==> src/rtl/down_timer_ctrl_pkg.sv <==
// Shared definitions for the countdown timer controller.
//   timer_state_e  : controller state encoding (IDLE / RUN / PAUSE)
//   DEFAULT_WIDTH  : default bit width of the count and load values
//   DEFAULT_ECNT_W : default bit width of the expiry event counter
package down_timer_ctrl_pkg;

  typedef enum logic [1:0] {
    ST_IDLE  = 2'b00,
    ST_RUN   = 2'b01,
    ST_PAUSE = 2'b10
  } timer_state_e;

  localparam int DEFAULT_WIDTH  = 4;
  localparam int DEFAULT_ECNT_W = 4;

endpackage

==> src/rtl/down_timer_ctrl_counter.sv <==
// Loadable WIDTH-bit down counter that saturates at zero.
// Ports:
//   clk, reset : clock (rising edge) and asynchronous active-high reset
//   clr        : force the count to zero (highest priority)
//   load       : load load_val
//   load_val   : value to load
//   en         : decrement by one, unless already zero
//   q          : current count (registered)
//   zero       : high while q == 0
module down_counter_load #(
  parameter int WIDTH = 4
) (
  input  logic             clk,
  input  logic             reset,
  input  logic             clr,
  input  logic             load,
  input  logic [WIDTH-1:0] load_val,
  input  logic             en,
  output logic [WIDTH-1:0] q,
  output logic             zero
);

  logic [WIDTH-1:0] q_q;
  logic [WIDTH-1:0] q_d;

  always_comb begin
    q_d = q_q;
    if (clr) begin
      q_d = '0;
    end else if (load) begin
      q_d = load_val;
    end else if (en && (q_q != '0)) begin
      q_d = q_q - WIDTH'(1);
    end
  end

  always_ff @(posedge clk or posedge reset) begin
    if (reset) begin
      q_q <= '0;
    end else begin
      q_q <= q_d;
    end
  end

  assign q    = q_q;
  assign zero = (q_q == '0);

endmodule

==> src/rtl/down_timer_ctrl.sv <==
// Programmable countdown timer controller with pause/resume and auto-reload.
// Ports:
//   clk, reset  : clock (rising edge) and asynchronous active-high reset
//   start       : IDLE -> load and run; PAUSE -> resume
//   stop        : RUN -> pause (or abort in the terminal cycle); PAUSE -> IDLE
//   load_val    : start / reload value
//   auto_reload : at terminal count, reload and keep running when high
//   q           : current count (registered)
//   busy        : high in RUN or PAUSE
//   done        : one-cycle pulse in the cycle q first holds 0 in RUN
//   expire_cnt  : number of done pulses, wrapping
module down_timer_ctrl
  import down_timer_ctrl_pkg::*;
#(
  parameter int WIDTH  = DEFAULT_WIDTH,
  parameter int ECNT_W = DEFAULT_ECNT_W
) (
  input  logic              clk,
  input  logic              reset,
  input  logic              start,
  input  logic              stop,
  input  logic [WIDTH-1:0]  load_val,
  input  logic              auto_reload,
  output logic [WIDTH-1:0]  q,
  output logic              busy,
  output logic              done,
  output logic [ECNT_W-1:0] expire_cnt
);

  timer_state_e      state_q, state_d;
  logic              busy_q, busy_d;
  logic              done_q, done_d;
  logic [ECNT_W-1:0] expire_cnt_q, expire_cnt_d;

  logic             cnt_clr;
  logic             cnt_load;
  logic             cnt_en;
  logic [WIDTH-1:0] cnt_q;
  logic             cnt_zero;

  down_counter_load #(
    .WIDTH (WIDTH)
  ) u_counter (
    .clk      (clk),
    .reset    (reset),
    .clr      (cnt_clr),
    .load     (cnt_load),
    .load_val (load_val),
    .en       (cnt_en),
    .q        (cnt_q),
    .zero     (cnt_zero)
  );

  // done is raised on the edge where the count arrives at zero, either by
  // decrementing from 1 or by (re)loading a zero value.
  always_comb begin
    state_d  = state_q;
    cnt_clr  = 1'b0;
    cnt_load = 1'b0;
    cnt_en   = 1'b0;
    done_d   = 1'b0;
    case (state_q)
      ST_IDLE: begin
        if (start && !stop) begin
          cnt_load = 1'b1;
          state_d  = ST_RUN;
          done_d   = (load_val == '0);
        end
      end
      ST_RUN: begin
        if (!cnt_zero) begin
          if (stop) begin
            state_d = ST_PAUSE;
          end else begin
            cnt_en = 1'b1;
            done_d = (cnt_q == WIDTH'(1));
          end
        end else begin
          // Terminal cycle: stop wins over auto-reload.
          if (stop) begin
            state_d = ST_IDLE;
          end else if (auto_reload) begin
            cnt_load = 1'b1;
            done_d   = (load_val == '0);
          end else begin
            state_d = ST_IDLE;
          end
        end
      end
      ST_PAUSE: begin
        if (stop) begin
          state_d = ST_IDLE;
          cnt_clr = 1'b1;
        end else if (start) begin
          state_d = ST_RUN;
        end
      end
      default: begin
        state_d = ST_IDLE;
        cnt_clr = 1'b1;
      end
    endcase
    busy_d       = (state_d != ST_IDLE);
    expire_cnt_d = expire_cnt_q + {{(ECNT_W-1){1'b0}}, done_d};
  end

  always_ff @(posedge clk or posedge reset) begin
    if (reset) begin
      state_q      <= ST_IDLE;
      busy_q       <= 1'b0;
      done_q       <= 1'b0;
      expire_cnt_q <= '0;
    end else begin
      state_q      <= state_d;
      busy_q       <= busy_d;
      done_q       <= done_d;
      expire_cnt_q <= expire_cnt_d;
    end
  end

  assign q          = cnt_q;
  assign busy       = busy_q;
  assign done       = done_q;
  assign expire_cnt = expire_cnt_q;

endmodule

==> config.mk <==
export PLATFORM = sky130hd
export DESIGN_NAME = down_timer_ctrl
export DESIGN_NICKNAME = d
export VERILOG_FILES = /design/src/rtl/down_timer_ctrl_pkg.sv /design/src/rtl/down_timer_ctrl_counter.sv /design/src/rtl/down_timer_ctrl.sv
export SDC_FILE = /design/constraint.sdc
export NUM_CORES = 1
export LEC_CHECK = 0
export BUFFER_PORTS_ARGS = -buffer_cell sky130_fd_sc_hd__buf_2
export CAP_MARGIN = 0
export CORE_AREA = 2 2 65 48
export CTS_BUF_LIST = sky130_fd_sc_hd__clkbuf_8
export DETAILED_ROUTE_END_ITERATION = 8
export DIE_AREA = 0 0 67 50
export PLACE_DENSITY = 0.46
export SKIP_LAST_GASP = 1
export SYNTH_ARGS = -nofsm -noshare
export SYNTH_HDL_FRONTEND = slang
export SYNTH_SLANG_ARGS = --single-unit
==> constraint.sdc <==
create_clock -name clk -period 2.1 [get_ports clk]
set_input_delay 0.525 -clock clk [delete_from_list [all_inputs] [get_ports clk]]
set_output_delay 0.525 -clock clk [all_outputs]
set_load 0.05 [all_outputs]
==> impl_metrics.ini, run 1 <==
[floorplanning]
dieWidth_um = 67
die_height_um = 50
io_pins = 19
rows = 16
die_area_um2 = 3350
core_area_um2 = 2720
start_util = 0.241

[drt]
drt_iter0_drc = 30
wl_per_cell_um = 12.2
dr.pass1.iters = 4
vias = 545
via_per_inst = 4.50
drt-total-wl_um = 1480
remaining_drc_errors = 0
postRouteAntennaNets = 0

[timing]
fin_crit_ps = 1940
fmax_ghz = 0.516
finalSetupTns_ps = 0
maxSlewHeadroom = 0.664
rsz0062_at_grt = false
hold_violations = 0
worstMarginPinSlew_ps = 497
setup_ws_ps = 160
period_share = 0.924
fin_skew_ps = 8.44
final-max-slew-violation-count = 0
finalSetupViolCount = 0

[synth]
yosysWarningCount = 0
synth_top_family_by_area = compound AO/OA/AOI/OAI gates
syn_nets = 74
synth_fa_ha_area_frac = 0.0952
synth_area_um2 = 657
synth-compound-area-share = 0.196
synth_mux_area_frac = 0
yosysTopAreaCellShare = 0.457
synth_area_leaders = dfrtp_1, ha_1, o21ai_0
yosys.cell_types.count = 27
ys_seq_area_frac = 0.457
synthCells = 60
synth-xor-area-share = 0.0267
ys_seq_elements = 12
yosys.area.top_type = dfrtp_1
synth_simple_gate_area_frac = 0.173
synth_area_per_cell_um2 = 10.9

[worst_setup_path]
critPathMaxStageDelay_ps = 430
cp.arrival_ps = 2090
reg2reg_slack_ps = 160
cp_slowest_cell = or3_1
path_cells = inv_2, ha_4, nor3b_1, or3_1, o21ai_2, ha_2, ha_1, xor2_1
r2r_cells = 8
worstSetupPathType = register to register
crit_family = simple AND/OR/NAND/NOR gates
crit_buf_inv = 1
crit_required_ps = 2260
r2r_start = u_counter.q[1]
cp-start-kind = register
timing.rr.end = expire_cnt[2]
crit_fanout = 5
endpoint_kind = register

[clock_tree]
clock_path_buffers = 2
cts_resized = 0
cts_buffers = 3
clk_pin_slew_ps = 50
cts-root-buf = clkbuf_8
insertion_delay_ps = 240
postCtsHoldBufs = 0
clock-sinks = 12
cts_tree = done
post_cts_buffers = 0
cts_htree_levels = 1

[global_route]
grt_use_met3 = 0.0411
grt_util_met1 = 0.151
grt_pass1_vias = 512
antenna_found_initial = 0
grt_overflow = 0
grtUsageMet2 = 0.134
grt_first_pass_wirelength_um = 2480
grt_busiest_layer = met1
grt_usage = 0.0996
grt_max_degree = 13

[place]
dp_hpwl_um = 1200
place_ws_ps = 53.0
io_buffer_count = 18
place.gp.congestion = 0.733

[flow_run]
maxCapViolCount = 0

[layout]
area_growth_pct = 33.5
n_fill_cell = 318
final_common_cell = buf_2
n_antenna_cell = 0
drive_above_1_share = 0.412
final_nets = 100
final_cell_mix = buf_2, dfrtp_1, inv_1

[power_and_ir_drop]
max-vdd-ir-drop_uv = 533
leakagePower_nw = 0.428
powerDensity_nw_per_um2 = 1360

[status]
status = finished clean

[worst_hold_path]
hold_class = primary input to asynchronous set/reset pin
==> Yosys cell counts (all sizes together) <==
master	number
nand3	1
nor3b	1
o41ai	1
or4b	1
ha	5
nand4bb	1
o21ai	5
o21bai	1
nor2	4
xnor2	1
xor2	1
a21o	1
a22oi	2
dfrtp	12
or4	1
o31ai	1
inv	6
nor4	2
nor4b	2
or3	1
buf	1
o311ai	1
nand2	3
nand2b	1
o311a	1
a221o	1
a21oi	2
==> cell type report <==
cell class | instances | area, µm² | area share
inverters | 6 | 22.5 | 0.0257
clock inverters | 1 | 3.75 | 0.00428
well taps | 36 | 45.0 | 0.0514
repair buffers | 22 | 120 | 0.137
flip-flops and latches | 12 | 303 | 0.345
multi-input cells | 41 | 342 | 0.389
clock buffers | 3 | 41.3 | 0.0471
==> report_power, final <==
| group | leakage [nW] | total (mW) | switching [mW] | internal (mW) |
|---|---|---|---|---|
| clock network | 0.0269 | 0.206 | 0.0776 | 0.128 |
| registers | 0.152 | 0.388 | 0.0828 | 0.305 |
| logic | 0.249 | 0.598 | 0.404 | 0.194 |
==> worst max path at each step <==
| stage | start | endpoint | slack, ps | cells past startpoint |
|---|---|---|---|---|
| 6_report | u_counter.q[1] | expire_cnt[2] | 160 | 8 |
| 5_1_grt | u_counter.q[1] | expire_cnt[2] | 30 | 8 |
| 3_5_place_dp | stop | expire_cnt[2] | 50 | 8 |
| 3_3_place_gp | stop | expire_cnt[2] | 110 | 8 |
| 2_1_floorplan | u_counter.q[1] | expire_cnt[3] | -2 | 8 |
| 4_1_cts | u_counter.q[1] | expire_cnt[2] | 110 | 8 |
==> per-layer routing <==
layer  part of all wire  wire length, µm
met2               0.42              627
met1               0.52              772
met3              0.055               82
met5                  0                0
met4                  0                0
==> flip-flops by register name, indices dropped and copies added (netlist names) <==
| signal | cells |
|---|---|
| expire_cnt | 4 |
| u_counter.q | 4 |
| state_q | 2 |
| busy | 1 |
| done | 1 |
==> stage by stage <==
step           total power [mW]   util  cell area [µm²]  instances  hold slack, ps
4_1_cts                    1.20  0.321              873        121             308
3_5_place_dp              0.988  0.304              828        117             454
6_report                   1.19  0.322              877        121             291
2_1_floorplan             0.820      -              674         60             390
3_3_place_gp              0.992  0.304              828        117             449
5_1_grt                    1.27  0.322              877        121             340
==> kinds of logic (layout without fill, tap and decap cells) <==
family                   Yosys count  after routing
AO/OA/AOI/OAI                     16             16
XOR/XNOR                           2              2
adder cells (fa/ha/maj)            5              5
buffers and inverters              7             32
flip-flops                        12             12
AND/OR/NAND/NOR                   18             18
Power figures use the tool's default switching activity.
==> run 2: changes to the inputs <==
--- a/config.mk
+++ b/config.mk
@@ -5,13 +5,14 @@
 export SDC_FILE = /design/constraint.sdc
 export NUM_CORES = 1
 export LEC_CHECK = 0
+export ABC_AREA = 1
 export BUFFER_PORTS_ARGS = -buffer_cell sky130_fd_sc_hd__buf_2
 export CAP_MARGIN = 0
-export CORE_AREA = 2 2 65 48
+export CORE_AREA = 2 2 65 49
 export CTS_BUF_LIST = sky130_fd_sc_hd__clkbuf_8
 export DETAILED_ROUTE_END_ITERATION = 8
-export DIE_AREA = 0 0 67 50
-export PLACE_DENSITY = 0.46
+export DIE_AREA = 0 0 67 51
+export PLACE_DENSITY = 0.47
 export SKIP_LAST_GASP = 1
 export SYNTH_ARGS = -nofsm -noshare
 export SYNTH_HDL_FRONTEND = slang
==> constraint.sdc (replaced) <==
create_clock -name clk -period 2.3 [get_ports clk]
set_input_delay 0.575 -clock clk [delete_from_list [all_inputs] [get_ports clk]]
set_output_delay 0.575 -clock clk [all_outputs]
set_load 0.05 [all_outputs]
==> run 2 against run 1 <==
Against the previous run: sequential share of layout area fell by 2.4 points; combinational power rose by 21%; clock power rose by 9%; total power rose by 11%; non-clock buffer count fell by 4; largest power group unchanged; highest routed layer is now met4.
==> impl_metrics.ini, run 2 <==
[timing]
period_share = 0.834
worstMarginPinSlew_ps = 454
hold_violations = 0
fin_skew_ps = 1.43
hold_slack_ps = 335
rsz0062_at_grt = false
final-max-slew-violation-count = 0
maxSlewHeadroom = 0.697
fmax_ghz = 0.521
finalSetupViolCount = 0
finalSetupTns_ps = 0
fin_crit_ps = 1920

[synth]
ys_seq_area_frac = 0.405
synth_most_common_cell = nand2_1
synthCells = 86
synth_commonest_cells = nand2_1, nand3_1, dfrtp_1
ys_seq_elements = 12
synth_area_leaders = dfrtp_1, nand2_1, nand3_1
yosysWarningCount = 0
synth_edf_count = 0
ys_async_sr_fraction = 1.00
synth_area_um2 = 742
syn_nets = 100
yosys.cell_types.count = 20
yosys.area.top_type = dfrtp_1
synth_area_per_cell_um2 = 8.63
synth_ff_type = dfrtp_1
yosysTopAreaCellShare = 0.405

[place]
dpl-instance-area_um2 = 880
dp.cells = 142
place.gp.congestion = 0.901
io_buffer_count = 18
dp_hpwl_um = 1160

[power_and_ir_drop]
p_int_mw = 0.658
combPwrFrac = 0.548
leakagePower_nw = 0.528
total_power_mw = 1.32
powerDensity_nw_per_um2 = 1410
p_clk_frac = 0.170
p_seq_frac = 0.282
max-vdd-ir-drop_uv = 564
swShare = 0.501
p_sw_mw = 0.660

[drt]
dr.pass1.iters = 4
wl_per_cell_um = 9.80
drt-total-wl_um = 1430
remaining_drc_errors = 0
vias = 593
via_per_inst = 4.06
drt_iter0_drc = 22
postRouteAntennaNets = 0

[global_route]
grt_usage = 0.0974
grt_max_degree = 13
grt_first_pass_wirelength_um = 2480
grt_overflow = 0
grt_pass1_vias = 557
antenna_found_initial = 0

[clock_tree]
postCtsHoldBufs = 0
clock_path_buffers = 2
cts-root-buf = clkbuf_8
cts_tree = done
insertion_delay_ps = 240
post_cts_buffers = 0
clk_pin_slew_ps = 50
cts_buffers = 3
cts_resized = 0
cts_htree_levels = 1
clock-sinks = 12

[floorplanning]
die_height_um = 51
dieWidth_um = 67
rows = 17
die_area_um2 = 3420
io_pins = 19
start_util = 0.256
core_area_um2 = 2890

[status]
status = finished clean

[worst_setup_path]
worstSetupPathType = register to register
crit_required_ps = 2420
cp-start-kind = register
crit_fanout = 6
cp.arrival_ps = 2040
endpoint_kind = register

[layout]
final_nets = 123
n_antenna_cell = 0
final_cell_mix = nand2_1, buf_2, nand3_1
instances_no_fill = 146
drive_above_1_share = 0.361
final_common_cell = nand2_1
area_growth_pct = 26.0
final_area_um2 = 935

[worst_hold_path]
hold_class = primary input to asynchronous set/reset pin

[flow_run]
maxCapViolCount = 0
[run 2: layer usage]
metal	track usage	wire [µm]	vias to the layer above
met1	0.132	715	262
met3	0.0419	90	3
met5	0	0	-
met2	0.144	614	17
met4	0.0204	10	0
li1	-	-	311
[run 2: stage by stage]
step	utilization	setup WS (ps)
final	0.323	381
after global routing	0.323	245
after CTS	0.323	364
after detailed placement	0.304	320
after global placement	0.304	382
after floorplan	-	149
[run 2: worst paths after layout]
check,from,endpoint,slack (ps),depth (start not counted)
worst max-delay path,u_counter.q[0],expire_cnt[2],380,11
worst min-delay path,reset,u_counter.q[2],330,2
min in group clk,expire_cnt[3],expire_cnt[3],470,1
max in group asynchronous,reset,busy,1660,2
worst min register to register,expire_cnt[3],expire_cnt[3],470,1
worst max register to register,u_counter.q[0],expire_cnt[2],380,11
[run 2: power groups by stage]
stage	combinational, mW	clock [mW]	sequential, mW
floorplan	0.350	0	0.595
CTS	0.733	0.236	0.373
global placement	0.736	0	0.376
detailed placement	0.731	0	0.375
finish	0.722	0.224	0.371
global route	0.807	0.248	0.385
[run 2: layout make-up]
class	instances	area (µm²)
inverters	14	52.6
flip-flops and latches	12	300
multi-input cells	60	389
clock buffers	4	55.1
well taps	38	47.5
repair buffers	18	90.1
fillers	324	1960
[run 2: cells by family (layout without fill, tap and decap cells)]
logic type | count (synthesis) | in the layout | share of synthesized area
flops | 12 | 12 | 0.405
compound gates | 2 | 2 | 0.0236
fa+ha+maj | 5 | 5 | 0.0843
buf+inv | 14 | 36 | 0.0708
simple gates | 50 | 50 | 0.381
xor+xnor | 3 | 3 | 0.0354
[run 2: worst max-delay path, cell delays in order, from the launching register on]
cell and delay, ps:
dfrtp_1 420, inv_1 110, ha_1 220, nand2_2 110, inv_2 50, nand2_4 90, nand2_4 70, nand2_1 90
o22ai_2 90, ha_1 210, ha_1 190, xor2_1 150
==> run 3: changes to the inputs <==
--- a/config.mk
+++ b/config.mk
@@ -5,14 +5,14 @@
 export SDC_FILE = /design/constraint.sdc
 export NUM_CORES = 1
 export LEC_CHECK = 0
-export ABC_AREA = 1
+export ABC_AREA = 0
 export BUFFER_PORTS_ARGS = -buffer_cell sky130_fd_sc_hd__buf_2
 export CAP_MARGIN = 0
-export CORE_AREA = 2 2 65 49
+export CORE_AREA = 2 2 61 46
 export CTS_BUF_LIST = sky130_fd_sc_hd__clkbuf_8
 export DETAILED_ROUTE_END_ITERATION = 8
-export DIE_AREA = 0 0 67 51
-export PLACE_DENSITY = 0.47
+export DIE_AREA = 0 0 63 48
+export PLACE_DENSITY = 0.48
 export SKIP_LAST_GASP = 1
 export SYNTH_ARGS = -nofsm -noshare
 export SYNTH_HDL_FRONTEND = slang
==> constraint.sdc (replaced) <==
create_clock -name clk -period 1.9 [get_ports clk]
set_input_delay 0.475 -clock clk [delete_from_list [all_inputs] [get_ports clk]]
set_output_delay 0.475 -clock clk [all_outputs]
set_load 0.05 [all_outputs]
==> run 3 against run 2 <==
Against the previous run: count of clock-buffer cells in the layout shrank 1; wire length down 2.9%; via count down 5.2%; combinational power shrank 2%; critical path type unchanged.
==> impl_metrics.ini, run 3 (synthesis gave the netlist of run 1 again) <==
[power_and_ir_drop]
total_power_mw = 1.37
swShare = 0.467
powerDensity_nw_per_um2 = 1470
max-vdd-ir-drop_uv = 536
p_clk_frac = 0.165
combPwrFrac = 0.517
p_sw_mw = 0.640
p_seq_frac = 0.318
leakagePower_nw = 0.447
p_int_mw = 0.730

[floorplanning]
die_height_um = 48
rows = 15
die_area_um2 = 3020
dieWidth_um = 63
io_pins = 19
core_area_um2 = 2380
start_util = 0.276

[global_route]
grt_overflow = 0
antenna_found_initial = 0
grt_pass1_vias = 455
grt_max_degree = 13
grt_first_pass_wirelength_um = 2150
grt_usage = 0.0978

[drt]
dr.pass1.iters = 4
via_per_inst = 4.61
drt-total-wl_um = 1390
met1Wirelength_um = 712
routed-wl-met2_um = 549
drt_iter0_drc = 23
remaining_drc_errors = 0
route.met3.wl_um = 128
top_layer_used = met3
postRouteAntennaNets = 0
vias = 562
wl_per_cell_um = 11.4

[layout]
n_antenna_cell = 0
final_area_um2 = 931
instances_no_fill = 122
final_cell_mix = buf_2, dfrtp_1, buf_4
area_growth_pct = 41.7
final_common_cell = buf_2
drive_above_1_share = 0.477
final_nets = 103
n_fill_cell = 245
regArea_um2 = 303
multi_input_area_um2 = 375

[worst_setup_path]
crit_fanout = 4
path_cells = inv_2, ha_4, nor3b_4, or3_4, o21ai_2, ha_2, ha_4, xor2_1
cp-start-kind = register
endpoint_kind = register
cp.arrival_ps = 2000
crit_required_ps = 2060
worstSetupPathType = register to register
path_common_cell = ha_4
critPathMaxStageDelay_ps = 410
cp_slowest_cell = or3_4

[worst_hold_path]
hold_class = primary input to asynchronous set/reset pin

[place]
io_buffer_count = 18
dp_hpwl_um = 1080
dpl-instance-area_um2 = 871
place.gp.congestion = 0.783
place_ws_ps = -11.8
dp.cells = 116

[timing]
fmax_ghz = 0.544
worstMarginPinSlew_ps = 470
maxSlewHeadroom = 0.682
setup_ws_ps = 61.0
fin_crit_ps = 1840
period_share = 0.968
rsz0062_at_grt = true
hold_violations = 0
final-max-slew-violation-count = 0
finalSetupViolCount = 0
fin_skew_ps = 7.21

[clock_tree]
postCtsHoldBufs = 0
cts-root-buf = clkbuf_8
cts_tree = done
clock-sinks = 12
insertion_delay_ps = 240
clock_path_buffers = 2
cts_buffers = 3
clk_pin_slew_ps = 50
cts_htree_levels = 1

[flow_run]
maxCapViolCount = 0

[status]
status = finished clean
-- run 3: timing repair --
action	4_1_cts	5_1_grt
endpoints found under the hold margin	0	0
endpoints found under the setup margin	0	3
resized for setup	0	0
buffers inserted	0	2
-- run 3: area by class of cell --
cell class                      instances  share of cell area
Clock buffer                            3              0.0444
Clock inverter                          1             0.00403
Inverter                                6              0.0242
Multi-Input combinational cell         41               0.403
Sequential cell                        12               0.325
Tap cell                               34              0.0457
Timing Repair Buffer                   25               0.153
-- run 3: final timing paths --
kind	from	endpoint	slack, ps	depth (start not counted)
max	u_counter.q[1]	expire_cnt[2]	60	8
min	reset	done	230	2
max reg2reg	u_counter.q[1]	expire_cnt[2]	60	8
min reg2reg	expire_cnt[3]	expire_cnt[3]	460	1
max in group asynchronous	reset	u_counter.q[1]	1340	2
min in group clk	expire_cnt[3]	expire_cnt[3]	460	1
-- run 3: critical path: cells and delay by family (launching register included) --
kind | cells | cell delay (ps)
AOI/OAI and AO/OA | 1 | 150
xor gates and xnor gates | 1 | 120
adders and majority gates | 3 | 520
buffers and inverters | 1 | 60
DFF | 1 | 360
and+or+nand+nor | 2 | 560
-- run 3: per-stage QoR --
| stage | TNS, ps | hold WS, ps | util |
|---|---|---|---|
| 6_report | 0 | 232 | 0.391 |
| 4_1_cts | 0 | 246 | 0.384 |
| 3_5_place_dp | -12.2 | 463 | 0.365 |
| 3_3_place_gp | 0 | 452 | 0.365 |
| 2_1_floorplan | -425 | 340 | - |
| 5_1_grt | -108 | 275 | 0.391 |
-- run 3: per-layer routing --
metal | vias up | track usage
li1 | 276 | -
met1 | 262 | 0.133
met2 | 24 | 0.143
met3 | 0 | 0.0424
met4 | 0 | 0.0267
met5 | - | 0
-- run 3: power groups by stage --
stage	clock [mW]	sequential, mW	combinational [mW]
6_report	0.226	0.435	0.708
5_1_grt	0.250	0.450	0.772
4_1_cts	0.236	0.437	0.707
3_5_place_dp	0	0.441	0.703
3_3_place_gp	0	0.439	0.713
2_1_floorplan	0	0.690	0.259
